**src/rtl/param_serial_adder.sv**
```systemverilog
// rtl/param_serial_adder.sv - bit-serial adder, one full-add per cycle, LSB first
// Operands shift out LSB first; sum bits enter from the MSB end of the sum register.

module param_serial_adder #(
    parameter int WIDTH = 4
) (
    input  logic             clk,
    input  logic             rst,
    input  logic             start,
    input  logic [WIDTH-1:0] a,
    input  logic [WIDTH-1:0] b,
    output logic             busy,
    output logic             done,
    output logic [WIDTH-1:0] s,
    output logic             cout
);

    localparam int CW = $clog2(WIDTH) + 1;
    localparam logic [CW-1:0] LAST = CW'(WIDTH - 1);

    typedef enum logic [1:0] {
        IDLE = 2'd0,
        RUN  = 2'd1,
        DONE = 2'd2
    } state_t;

    state_t           state_q, state_d;
    logic [WIDTH-1:0] a_q, a_d;
    logic [WIDTH-1:0] b_q, b_d;
    logic [WIDTH-1:0] sum_q, sum_d;
    logic [WIDTH-1:0] s_q, s_d;
    logic             c_q, c_d;
    logic             cout_q, cout_d;
    logic [CW-1:0]    cnt_q, cnt_d;
    logic             fa_bit;
    logic             fa_carry;

    always_comb begin
        fa_bit   = a_q[0] ^ b_q[0] ^ c_q;
        fa_carry = (a_q[0] & b_q[0]) | (a_q[0] & c_q) | (b_q[0] & c_q);
    end

    always_comb begin
        state_d = state_q;
        a_d     = a_q;
        b_d     = b_q;
        sum_d   = sum_q;
        s_d     = s_q;
        c_d     = c_q;
        cout_d  = cout_q;
        cnt_d   = cnt_q;
        case (state_q)
            IDLE: begin
                if (start) begin
                    a_d     = a;
                    b_d     = b;
                    sum_d   = '0;
                    c_d     = 1'b0;
                    cnt_d   = '0;
                    state_d = RUN;
                end
            end
            RUN: begin
                a_d   = a_q >> 1;
                b_d   = b_q >> 1;
                sum_d = (sum_q >> 1) | (WIDTH'(fa_bit) << (WIDTH - 1));
                c_d   = fa_carry;
                cnt_d = cnt_q + CW'(1);
                // The last bit is folded into sum_d in this same cycle, so publish sum_d.
                if (cnt_q == LAST) begin
                    s_d     = sum_d;
                    cout_d  = fa_carry;
                    state_d = DONE;
                end
            end
            DONE: begin
                state_d = IDLE;
            end
            default: begin
                state_d = IDLE;
            end
        endcase
    end

    always_ff @(posedge clk) begin
        if (rst) begin
            state_q <= IDLE;
            a_q     <= '0;
            b_q     <= '0;
            sum_q   <= '0;
            s_q     <= '0;
            c_q     <= 1'b0;
            cout_q  <= 1'b0;
            cnt_q   <= '0;
        end else begin
            state_q <= state_d;
            a_q     <= a_d;
            b_q     <= b_d;
            sum_q   <= sum_d;
            s_q     <= s_d;
            c_q     <= c_d;
            cout_q  <= cout_d;
            cnt_q   <= cnt_d;
        end
    end

    assign busy = (state_q == RUN);
    assign done = (state_q == DONE);
    assign s    = s_q;
    assign cout = cout_q;

endmodule

```
**config.mk**
```make
export PLATFORM = sky130hd
export DESIGN_NAME = param_serial_adder
export DESIGN_NICKNAME = d
export VERILOG_FILES = /design/src/rtl/param_serial_adder.sv
export SDC_FILE = /design/constraint.sdc
export NUM_CORES = 1
export LEC_CHECK = 0
export BUFFER_PORTS_ARGS = -buffer_cell sky130_fd_sc_hd__buf_2
export CAP_MARGIN = 20
export CORE_MARGIN = 10
export CORE_UTILIZATION = 50
export CTS_BUF_LIST = sky130_fd_sc_hd__clkbuf_8
export DETAILED_ROUTE_END_ITERATION = 10
export GPL_TIMING_DRIVEN = 0
export PLACE_DENSITY_LB_ADDON = 0.15
export SYNTH_ARGS = -nofsm -noshare
export SYNTH_HDL_FRONTEND = slang
export SYNTH_SLANG_ARGS = --single-unit
```
**constraint.sdc**
```tcl
create_clock -name clk -period 1.35 [get_ports clk]
set_clock_uncertainty 0.1 [all_clocks]
set_input_delay 0.135 -clock clk [delete_from_list [all_inputs] [get_ports clk]]
set_output_delay 0.135 -clock clk [all_outputs]
set_load 0.05 [all_outputs]
```
==> summary.txt, run 1 <==
Status
  – Run status: complete, but fails checks
  – Failing checks: hold timing

Clocking
  – CTS clk-pin slew, worst paths: 0.08 ns
  – Bufs on Longest Clock Path: 2
  – Worst-skew pair later-pin latency: 0.26 ns
  – TritonCTS buffer count: 3
  – Number of clock sinks seen by CTS: 22
  – Root Buffer Master: sky130_fd_sc_hd__clkbuf_8
  – Clock tree from TritonCTS: yes
  – Total number of H-tree levels: 1

Critical path
  – CP Launch Type: flop
  – Worst reg2reg path endpoint: sum_q[3]
  – Cell-by-cell listing of the critical path: fa_1, a22oi_1, nor2_1
  – Reg2Reg Launch Point: b_q[0]
  – Register-to-Register Path Depth: 3
  – Type of destination of the critical path: flop
  – Critical Path Slowest Stage Cell: sky130_fd_sc_hd__fa_1
  – Worst R2R Setup Slack: 0.04 ns
  – Max Fanout on Critical Path: 2
  – Startpoint-to-endpoint class of the critical path: reg2reg
  – Data required time at the worst endpoint: 1.39 ns
  – Data arrival time of the worst path: 1.35 ns
  – Critical path's largest stage delay: 0.51 ns

Timing
  – Final number of max-transition violations: 0
  – Transition time at the pin with the least slew margin: 0.584 ns
  – Worst-case headroom to the max-slew limit: 0.611
  – Fin Hold WS: -0.000886 ns
  – Highest Clock Rate: 762 MHz
  – Final Hold Viols: 1
  – Crit share post-route: 0.972
  – Number of failing setup endpoints in the final timing report: 0
  – Setup repair after global routing missed its margin: true
  – Post-route minimum period: 1.31 ns
  – Sum Neg Setup Slack: 0 ns

Die
  – Vertical extent of the die: 64.3 um
  – Die X: 64.3 um
  – Die area: 0.00413 mm^2
  – Initial core utilization: 0.549
  – Placement row count: 15
  – Std-Cell Core Area: 0.00178 mm^2
  – I/O pin total: 18

Logic synthesis
  – Count leader, synth: sky130_fd_sc_hd__dfxtp_1
  – Largest area contributor in the synthesized netlist: sky130_fd_sc_hd__dfxtp_1
  – Top cells by count, synth: 22 x sky130_fd_sc_hd__dfxtp_1, 13 x sky130_fd_sc_hd__nor2_1, 8 x sky130_fd_sc_hd__a22oi_1
  – Total of warnings raised by yosys: 0
  – Number of nets in the synthesized netlist: 110
  – Asr flop ratio synth: 0
  – Count of flip-flops with a built-in enable after synthesis: 0
  – Synthesis-stage register bit count: 22
  – Synth Instances: 96
  – Number of library cell types mapped by synthesis: 24
  – Mapped Area: 980 um^2
  – Post-synth top area share: 0.450
  – Commonest register cell after synthesis: sky130_fd_sc_hd__dfxtp_1
  – Sequential element share of the synthesized area: 0.450
  – Synth area leaders: sky130_fd_sc_hd__dfxtp_1 45%, sky130_fd_sc_hd__a211oi_2 6.4%, sky130_fd_sc_hd__a22oi_1 6.1%, sky130_fd_sc_hd__mux2i_1 5.1%, sky130_fd_sc_hd__nor2_1 5.0%
  – Mean instance size in the synthesized netlist: 10.2 um^2

Place
  – Placed cells: 138
  – Port Buffers: 17
  – Routability-driven placement congestion ratio: 0.726
  – Detailed-placement wirelength estimate: 1420 um
  – Area after DPL: 0.00110 mm^2

Route
  – Number of DRC markers in iteration 0: 18
  – Via count normalized by instance count: 5.46
  – DR vias: 792
  – Routed length per instance: 13.6 um
  – DR pass1 iterations: 4
  – Final routed DRC violation total: 0
  – Post-detailed-route count of antenna-violating nets: 0
  – DRT Wirelength: 1970 um

Pwr
  – Cell Pwr Density: 1100 mW/mm^2
  – Maximum vdd drop: 1120 uV
  – Leak Pwr: 0.000488 uW

Layout
  – Core Util, Final: 0.689
  – Number of filler cells placed in the layout: 144
  – Final antenna diode count: 0
  – Nets: 135
  – Non-filler instance count after layout: 145
  – Area Overhead vs Synth: 25.4%
  – Ratio of cells with drive above 1 in the final layout: 0.408
  – Area of all placed cells without fillers: 0.00123 mm^2

Hold path
  – Worst hold path stage count: 3
  – Origin of the worst min-delay path: b[3]
  – WHS Endpoint: b_q[3]
  – Type of the worst min-delay path: in2reg

Global routing
  – Wire length of the first global-routing pass: 3350 um
  – Overall global routing resource usage: 0.101
  – Congestion Overflow GR: 0
  – Via count of the first global-routing pass: 724
  – Initial antenna violation count: 0
  – Largest net degree at the start of global routing: 13

Flow run
  – Max Cap Violations: 0
-- layout make-up --
type	instances	area [um^2]	share of cell area
flip-flops and latches	22	453	0.369
plain buffers	5	41.3	0.0336
multi-input cells	65	503	0.409
repair buffers	21	134	0.109
clock buffers	4	55.1	0.0448
inverters	3	11.3	0.00916
well taps	25	31.3	0.0255
-- placed cells by master (no fill, tap or decap), drive strengths merged, types with 5 or more instances in the layout --
cell type	n
a211oi	5
a21oi	5
a22oi	8
buf	24
clkbuf	5
dfxtp	22
mux2i	5
nand2	5
nand3	5
nor2	16
-- report_power, final --
part	total (uW)	switching [uW]	leakage (uW)	internal, uW
clock	468	208	0.0000288	260
combinational	185	95.8	0.000277	89.1
sequential	702	23.8	0.000182	678
-- flip-flops by register name, indices dropped and copies added, names as in the netlist --
| register | flops |
|---|---|
| a_q | 4 |
| cnt_q | 3 |
| c_q | 1 |
| b_q | 4 |
| s | 4 |
| state_q | 2 |
| sum_q | 3 |
| cout | 1 |
-- per-layer routing --
metal  global-route usage  part of all wire  vias up  wire length, um
li1                     -                 -      392                -
met1                0.107              0.41      371              807
met2                0.161              0.48       25              944
met3               0.0488             0.089        4              176
met4               0.0561             0.022        0               44
met5                    0                 0        -                0
-- critical path: cells and delay by family (launching register included) --
family | cells | cell delay (ns)
AOI/OAI and AO/OA | 1 | 0.19
DFF | 1 | 0.34
adders and majority gates | 1 | 0.51
and+or+nand+nor | 1 | 0.05
-- worst max path at each step --
stage | from | end | slack, ns | depth (start not counted)
finish | b_q[0] | sum_q[3] | 0.04 | 3
detailed placement | cnt_q[0] | s[0] | -0.15 | 5
global placement | cnt_q[0] | s[2] | -0.12 | 5
CTS | state_q[1] | busy | 0.006 | 3
global route | b_q[0] | sum_q[3] | -0.03 | 3
floorplan | cnt_q[0] | cout | 0.06 | 5
-- through the flow --
step	worst slack (ns)	total power (uW)
after detailed placement	-0.147	889
after global placement	-0.118	882
after CTS	0.00560	1370
final	0.0381	1350
after floorplan	0.0559	841
after global routing	-0.0271	1420
-- kinds of logic after synthesis --
kind of cell	count (synthesis)	share of synthesized area
simple gates	37	0.209
flops	22	0.450
compound gates	20	0.179
buf+inv	9	0.0651
mux	5	0.0511
fa+ha+maj	3	0.0460
-- what timing repair did --
item,CTS,global route
gates resized for setup,11,6
endpoints found under the setup margin,8,10
pin swaps,6,4
hold buffers,1,0
setup buffers,1,2
hold endpoints to repair,2,0
Power figures use the tool's default switching activity.
==> run 2: changes to the inputs <==
--- a/config.mk
+++ b/config.mk
@@ -13,6 +13,7 @@
 export DETAILED_ROUTE_END_ITERATION = 10
 export GPL_TIMING_DRIVEN = 0
 export PLACE_DENSITY_LB_ADDON = 0.15
+export SETUP_SLACK_MARGIN = 0.4
 export SYNTH_ARGS = -nofsm -noshare
 export SYNTH_HDL_FRONTEND = slang
 export SYNTH_SLANG_ARGS = --single-unit
==> run 2 against run 1 <==
Effect of this change:
- fmax fell by 6.0%
- wire length rose by 81%
- the flow finishes with violations (hold timing, setup timing)
- hold slack got worse by 0.0070 ns
- combinational power rose by 77%
- global-route usage rose by 4.7 points
- register-to-register slack got worse by 0.08 ns
- flip-flop and latch count did not move
- clock power rose by 40%
- via count rose by 20%
- sequential power rose by 1%
- critical path depth rose by 4
- design area rose by 33%
==> summary.txt, run 2 (same netlist as run 1, synthesis figures left out) <==
Status
  – Run status: complete, but fails checks
  – Failing checks: hold timing, setup timing

Timing
  – Final number of max-transition violations: 0
  – Slack of the critical path: -0.0450 ns
  – Crit share post-route: 1.03
  – Fin Hold WS: -0.00785 ns
  – Post-route minimum period: 1.40 ns
  – Worst-case headroom to the max-slew limit: 0.542
  – Number of failing setup endpoints in the final timing report: 4
  – Highest Clock Rate: 717 MHz
  – Final Hold Viols: 1
  – Transition time at the pin with the least slew margin: 0.686 ns
  – Setup repair after global routing missed its margin: true

Route
  – Final routed DRC violation total: 0
  – DR pass1 iterations: 4
  – DR vias: 950
  – DRT Wirelength: 3570 um
  – Routed length per instance: 22.2 um
  – Post-detailed-route count of antenna-violating nets: 0
  – Number of DRC markers in iteration 0: 42
  – Via count normalized by instance count: 5.90

Critical path
  – Type of destination of the critical path: flop
  – Critical Path Slowest Stage Cell: sky130_fd_sc_hd__dfxtp_2
  – Data required time at the worst endpoint: 1.44 ns
  – Data arrival time of the worst path: 1.48 ns
  – Startpoint-to-endpoint class of the critical path: reg2reg
  – Cell-by-cell listing of the critical path: ha_4, ha_4, buf_4, buf_6, inv_2, mux2i_1, nor3_1
  – CP Launch Type: flop
  – Max Fanout on Critical Path: 6
  – Library cell appearing most often on the critical path: sky130_fd_sc_hd__ha_4
  – Worst R2R Setup Slack: -0.05 ns
  – Critical path's largest stage delay: 0.35 ns

Layout
  – Ratio of cells with drive above 1 in the final layout: 0.684
  – Leading cell types in the layout, fill and taps excluded: 12 x sky130_fd_sc_hd__buf_4, 11 x sky130_fd_sc_hd__buf_2, 10 x sky130_fd_sc_hd__nor2_1, 10 x sky130_fd_sc_hd__dfxtp_1, 9 x sky130_fd_sc_hd__dfxtp_2
  – Area of all placed cells without fillers: 0.00164 mm^2
  – Most common cell after layout, fill and taps aside: sky130_fd_sc_hd__buf_4
  – Final antenna diode count: 0
  – Area Overhead vs Synth: 67.0%
  – Nets: 151
  – Core Util, Final: 0.918
  – Non-filler instance count after layout: 161

Die
  – Initial core utilization: 0.549
  – Die area: 0.00413 mm^2
  – Placement row count: 15
  – Std-Cell Core Area: 0.00178 mm^2
  – I/O pin total: 18
  – Vertical extent of the die: 64.3 um
  – Die X: 64.3 um

Global routing
  – Largest net degree at the start of global routing: 14
  – Wire length of the first global-routing pass: 4890 um
  – Congestion Overflow GR: 0
  – GR met1 Demand/Resource: 0.156
  – Layer with the highest usage after global routing: met2
  – Initial antenna violation count: 0
  – Met3 Usage GRT: 0.0523
  – Via count of the first global-routing pass: 973
  – Overall global routing resource usage: 0.148
  – Met2 usage: 0.248

Place
  – Routability-driven placement congestion ratio: 0.687
  – Placed cells: 138
  – Detailed-placement wirelength estimate: 1530 um
  – Area after DPL: 0.00118 mm^2
  – Port Buffers: 17
  – Setup Slack @ Placement: 0.0397 ns

Clocking
  – TritonCTS buffer count: 3
  – Clock tree from TritonCTS: yes
  – CTS clk-pin slew, worst paths: 0.09 ns
  – Total number of H-tree levels: 1
  – Bufs on Longest Clock Path: 2
  – Number of clock sinks seen by CTS: 22
  – Worst-skew pair later-pin latency: 0.28 ns
  – Root Buffer Master: sky130_fd_sc_hd__clkbuf_8

Pwr
  – Leak Pwr: 0.000623 uW
  – Cell Pwr Density: 1030 mW/mm^2
  – Maximum vdd drop: 1420 uV

Flow run
  – Max Cap Violations: 0

Hold path
  – Type of the worst min-delay path: in2reg
run 2: area by class of cell:
| cell class | instances | area (um^2) |
|---|---|---|
| Multi-Input combinational cell | 65 | 644 |
| Sequential cell | 22 | 463 |
| Timing Repair Buffer | 36 | 342 |
| Fill cell | 58 | 146 |
| Buffer | 6 | 73.8 |
| Clock buffer | 3 | 41.3 |
| Tap cell | 25 | 31.3 |
| Clock inverter | 1 | 30.0 |
| Inverter | 3 | 11.3 |
run 2: worst paths after layout:
path | start | to | depth (start not counted)
setup / recovery | cnt_q[1] | state_q[0] | 7
hold / removal | a[3] | a_q[3] | 3
setup reg to reg | cnt_q[1] | state_q[0] | 7
hold reg to reg | s[1] | s[1] | 2
run 2: repair_timing:
action / CTS / global route
buffers inserted: 11 / 5
cloned: 1 / 1
pin swaps: 8 / 5
gates resized for setup: 39 / 25
endpoints found under the hold margin: 2 / 2
endpoints found under the setup margin: 29 / 29
run 2: critical path, delay by kind of cell, from the launching register on:
family,cells,cell delay (ns)
fa+ha+maj,2,0.31
simple gates,1,0.16
flops,1,0.35
mux,1,0.07
buf+inv,3,0.31
run 2: where the power goes:
part / switching [uW] / leakage [uW] / internal (uW)
sequential: 31.3 / 0.000186 / 678
combinational: 160 / 0.000402 / 168
clock: 255 / 0.0000357 / 398
total: 446 / 0.000623 / 1240
run 2: per-layer routing:
layer | vias up | routed length [um] | part of all wire
li1 | 423 | - | -
met1 | 464 | 1430 | 0.40
met2 | 43 | 1720 | 0.48
met3 | 20 | 240 | 0.067
met4 | 0 | 181 | 0.051
met5 | - | 0 | 0
run 2: per-stage QoR:
stage                     setup TNS, ns  total power, uW
final                            -0.141             1690
after global placement                0              909
after global routing             -0.363             1740
after detailed placement              0              915
after floorplan                       0              867
after CTS                             0             1590
==> run 3: changes to the inputs <==
==> constraint.sdc (replaced) <==
create_clock -name clk -period 1.35 [get_ports clk]
set_clock_uncertainty 0.1 [all_clocks]
set_input_delay 0.135 -clock clk [delete_from_list [all_inputs] [get_ports clk]]
set_output_delay 0.135 -clock clk [all_outputs]
set_load 0.01 [all_outputs]
==> run 3 against run 2 <==
Effect of this change:
- clock power decreased by 4.3%
- fmax increased by 6.4%
- the flow now finishes without violations
- sequential power about the same
- die area unchanged
- largest cell class unchanged
- design area decreased by 8.0%
- critical path type unchanged
- utilization decreased by 7.4 points
- highest routed layer unchanged
- via count decreased by 12%
- non-clock buffer count decreased by 6
- combinational power decreased by 14%
- register-to-register slack improved by 0.08 ns
- hold slack improved by 0.022 ns
==> summary.txt, run 3 (same netlist as run 1, synthesis figures left out) <==
Status
  – Run status: completed

Route
  – Met2 layer wire length in the routed design: 1250 um
  – DRT Wirelength: 2660 um
  – DR vias: 840
  – DR WL met3: 211 um
  – Final routed DRC violation total: 0
  – Number of DRC markers in iteration 0: 70
  – Post-detailed-route count of antenna-violating nets: 0
  – DR pass1 iterations: 4
  – Wire length on met1: 1180 um
  – Via count normalized by instance count: 5.42
  – Routed length per instance: 17.2 um
  – Top routing layer in use: met4

Die
  – Die X: 64.3 um
  – Die area: 0.00413 mm^2
  – Std-Cell Core Area: 0.00178 mm^2
  – Vertical extent of the die: 64.3 um
  – Placement row count: 15
  – Initial core utilization: 0.549
  – I/O pin total: 18

Timing
  – Final number of max-transition violations: 0
  – Post-route minimum period: 1.31 ns
  – Number of failing setup endpoints in the final timing report: 0
  – Transition time at the pin with the least slew margin: 0.618 ns
  – Worst-case headroom to the max-slew limit: 0.588
  – Highest Clock Rate: 762 MHz
  – Final Hold Viols: 0
  – Setup repair after global routing missed its margin: true
  – Crit share post-route: 0.972
  – Slack of the critical path: 0.0384 ns

Layout
  – Non-filler instance count after layout: 155
  – Core Util, Final: 0.844
  – Area taken by flip-flops and latches: 459 um^2
  – Area Overhead vs Synth: 53.6%
  – Leading cell types in the layout, fill and taps excluded: 12 x sky130_fd_sc_hd__buf_2, 11 x sky130_fd_sc_hd__nor2_1, 11 x sky130_fd_sc_hd__dfxtp_1
  – Area of all placed cells without fillers: 0.00151 mm^2
  – Number of filler cells placed in the layout: 91
  – Area occupied by multi-input gates: 607 um^2
  – Final antenna diode count: 0
  – Ratio of cells with drive above 1 in the final layout: 0.615
  – Nets: 145
  – Most common cell after layout, fill and taps aside: sky130_fd_sc_hd__buf_2

Place
  – Placed cells: 138
  – Detailed-placement wirelength estimate: 1470 um
  – Area after DPL: 0.00117 mm^2
  – Routability-driven placement congestion ratio: 0.714
  – Port Buffers: 17
  – Setup Slack @ Placement: 0.0589 ns

Critical path
  – CP Launch Type: flop
  – Cell-by-cell listing of the critical path: fa_2, a22oi_1, nor2_1
  – Critical Path Slowest Stage Cell: sky130_fd_sc_hd__fa_2
  – Max Fanout on Critical Path: 2
  – Critical path's largest stage delay: 0.48 ns
  – Startpoint-to-endpoint class of the critical path: reg2reg
  – Data required time at the worst endpoint: 1.38 ns
  – Data arrival time of the worst path: 1.34 ns
  – Type of destination of the critical path: flop

Clocking
  – Root Buffer Master: sky130_fd_sc_hd__clkbuf_8
  – Total number of H-tree levels: 1
  – Worst-skew pair later-pin latency: 0.27 ns
  – Bufs on Longest Clock Path: 2
  – CTS clk-pin slew, worst paths: 0.09 ns
  – Number of clock sinks seen by CTS: 22
  – Clock tree from TritonCTS: yes
  – TritonCTS buffer count: 3

Global routing
  – Wire length of the first global-routing pass: 3930 um
  – Congestion Overflow GR: 0
  – Overall global routing resource usage: 0.118
  – Initial antenna violation count: 0
  – Largest net degree at the start of global routing: 14
  – Via count of the first global-routing pass: 818

Pwr
  – Total power: 1610 uW
  – Maximum vdd drop: 1030 uV
  – Leak Pwr: 0.000584 uW
  – Cell Pwr Density: 1070 mW/mm^2

Flow run
  – Max Cap Violations: 0

Hold path
  – Type of the worst min-delay path: in2reg
[run 3: changes by cell type in the layout (fill, tap and decap cells not counted), sizes merged]
cell / before / now
clkbuf: 4 / 5
buf: 40 / 34
dlygate4sd3: 1 / 0
[run 3: power by group]
part / internal, uW / switching (uW)
clock network: 396 / 228
logic: 151 / 130
registers: 678 / 30.9
[run 3: layer usage]
layer  vias up  track usage
li1        409            -
met1       400        0.154
met2        27        0.171
met3         4       0.0348
met4         0       0.0561
met5         -            0
[run 3: worst paths after layout]
check	start	to	cells after the start	slack, ns
max reg2reg	b_q[0]	sum_q[3]	3	0.04
min reg2reg	cout	cout	2	0.36
min	a[3]	a_q[3]	3	0.01
max	b_q[0]	sum_q[3]	3	0.04
[run 3: cell type report]
cell class,instances,area share
buffer,6,0.0432
clock buffer,3,0.0274
clock inverter,1,0.0200
inverter,3,0.00748
multi-input combinational,65,0.403
sequential,22,0.305
tap,25,0.0208
timing repair buffer,30,0.173
[run 3: repair_timing]
action	CTS	global route
endpoints found under the setup margin	29	29
buffers inserted	8	4
pin swaps	7	9
resized for setup	19	11
endpoints found under the hold margin	2	0
gates cloned	0	1
[run 3: stage by stage]
step | hold WS, ns | setup TNS, ns
3_5_place_dp | 0.266 | 0
4_1_cts | -0.0146 | 0
3_3_place_gp | 0.256 | 0
5_1_grt | 0.0222 | -0.000446
6_report | 0.0142 | 0
2_1_floorplan | 0.0986 | 0
[run 3: worst max-delay path, delay by kind of cell (launching register included)]
kind	cells	cell delay, ns
adders and majority gates	1	0.48
and+or+nand+nor	1	0.06
DFF	1	0.35
AOI/OAI and AO/OA	1	0.19
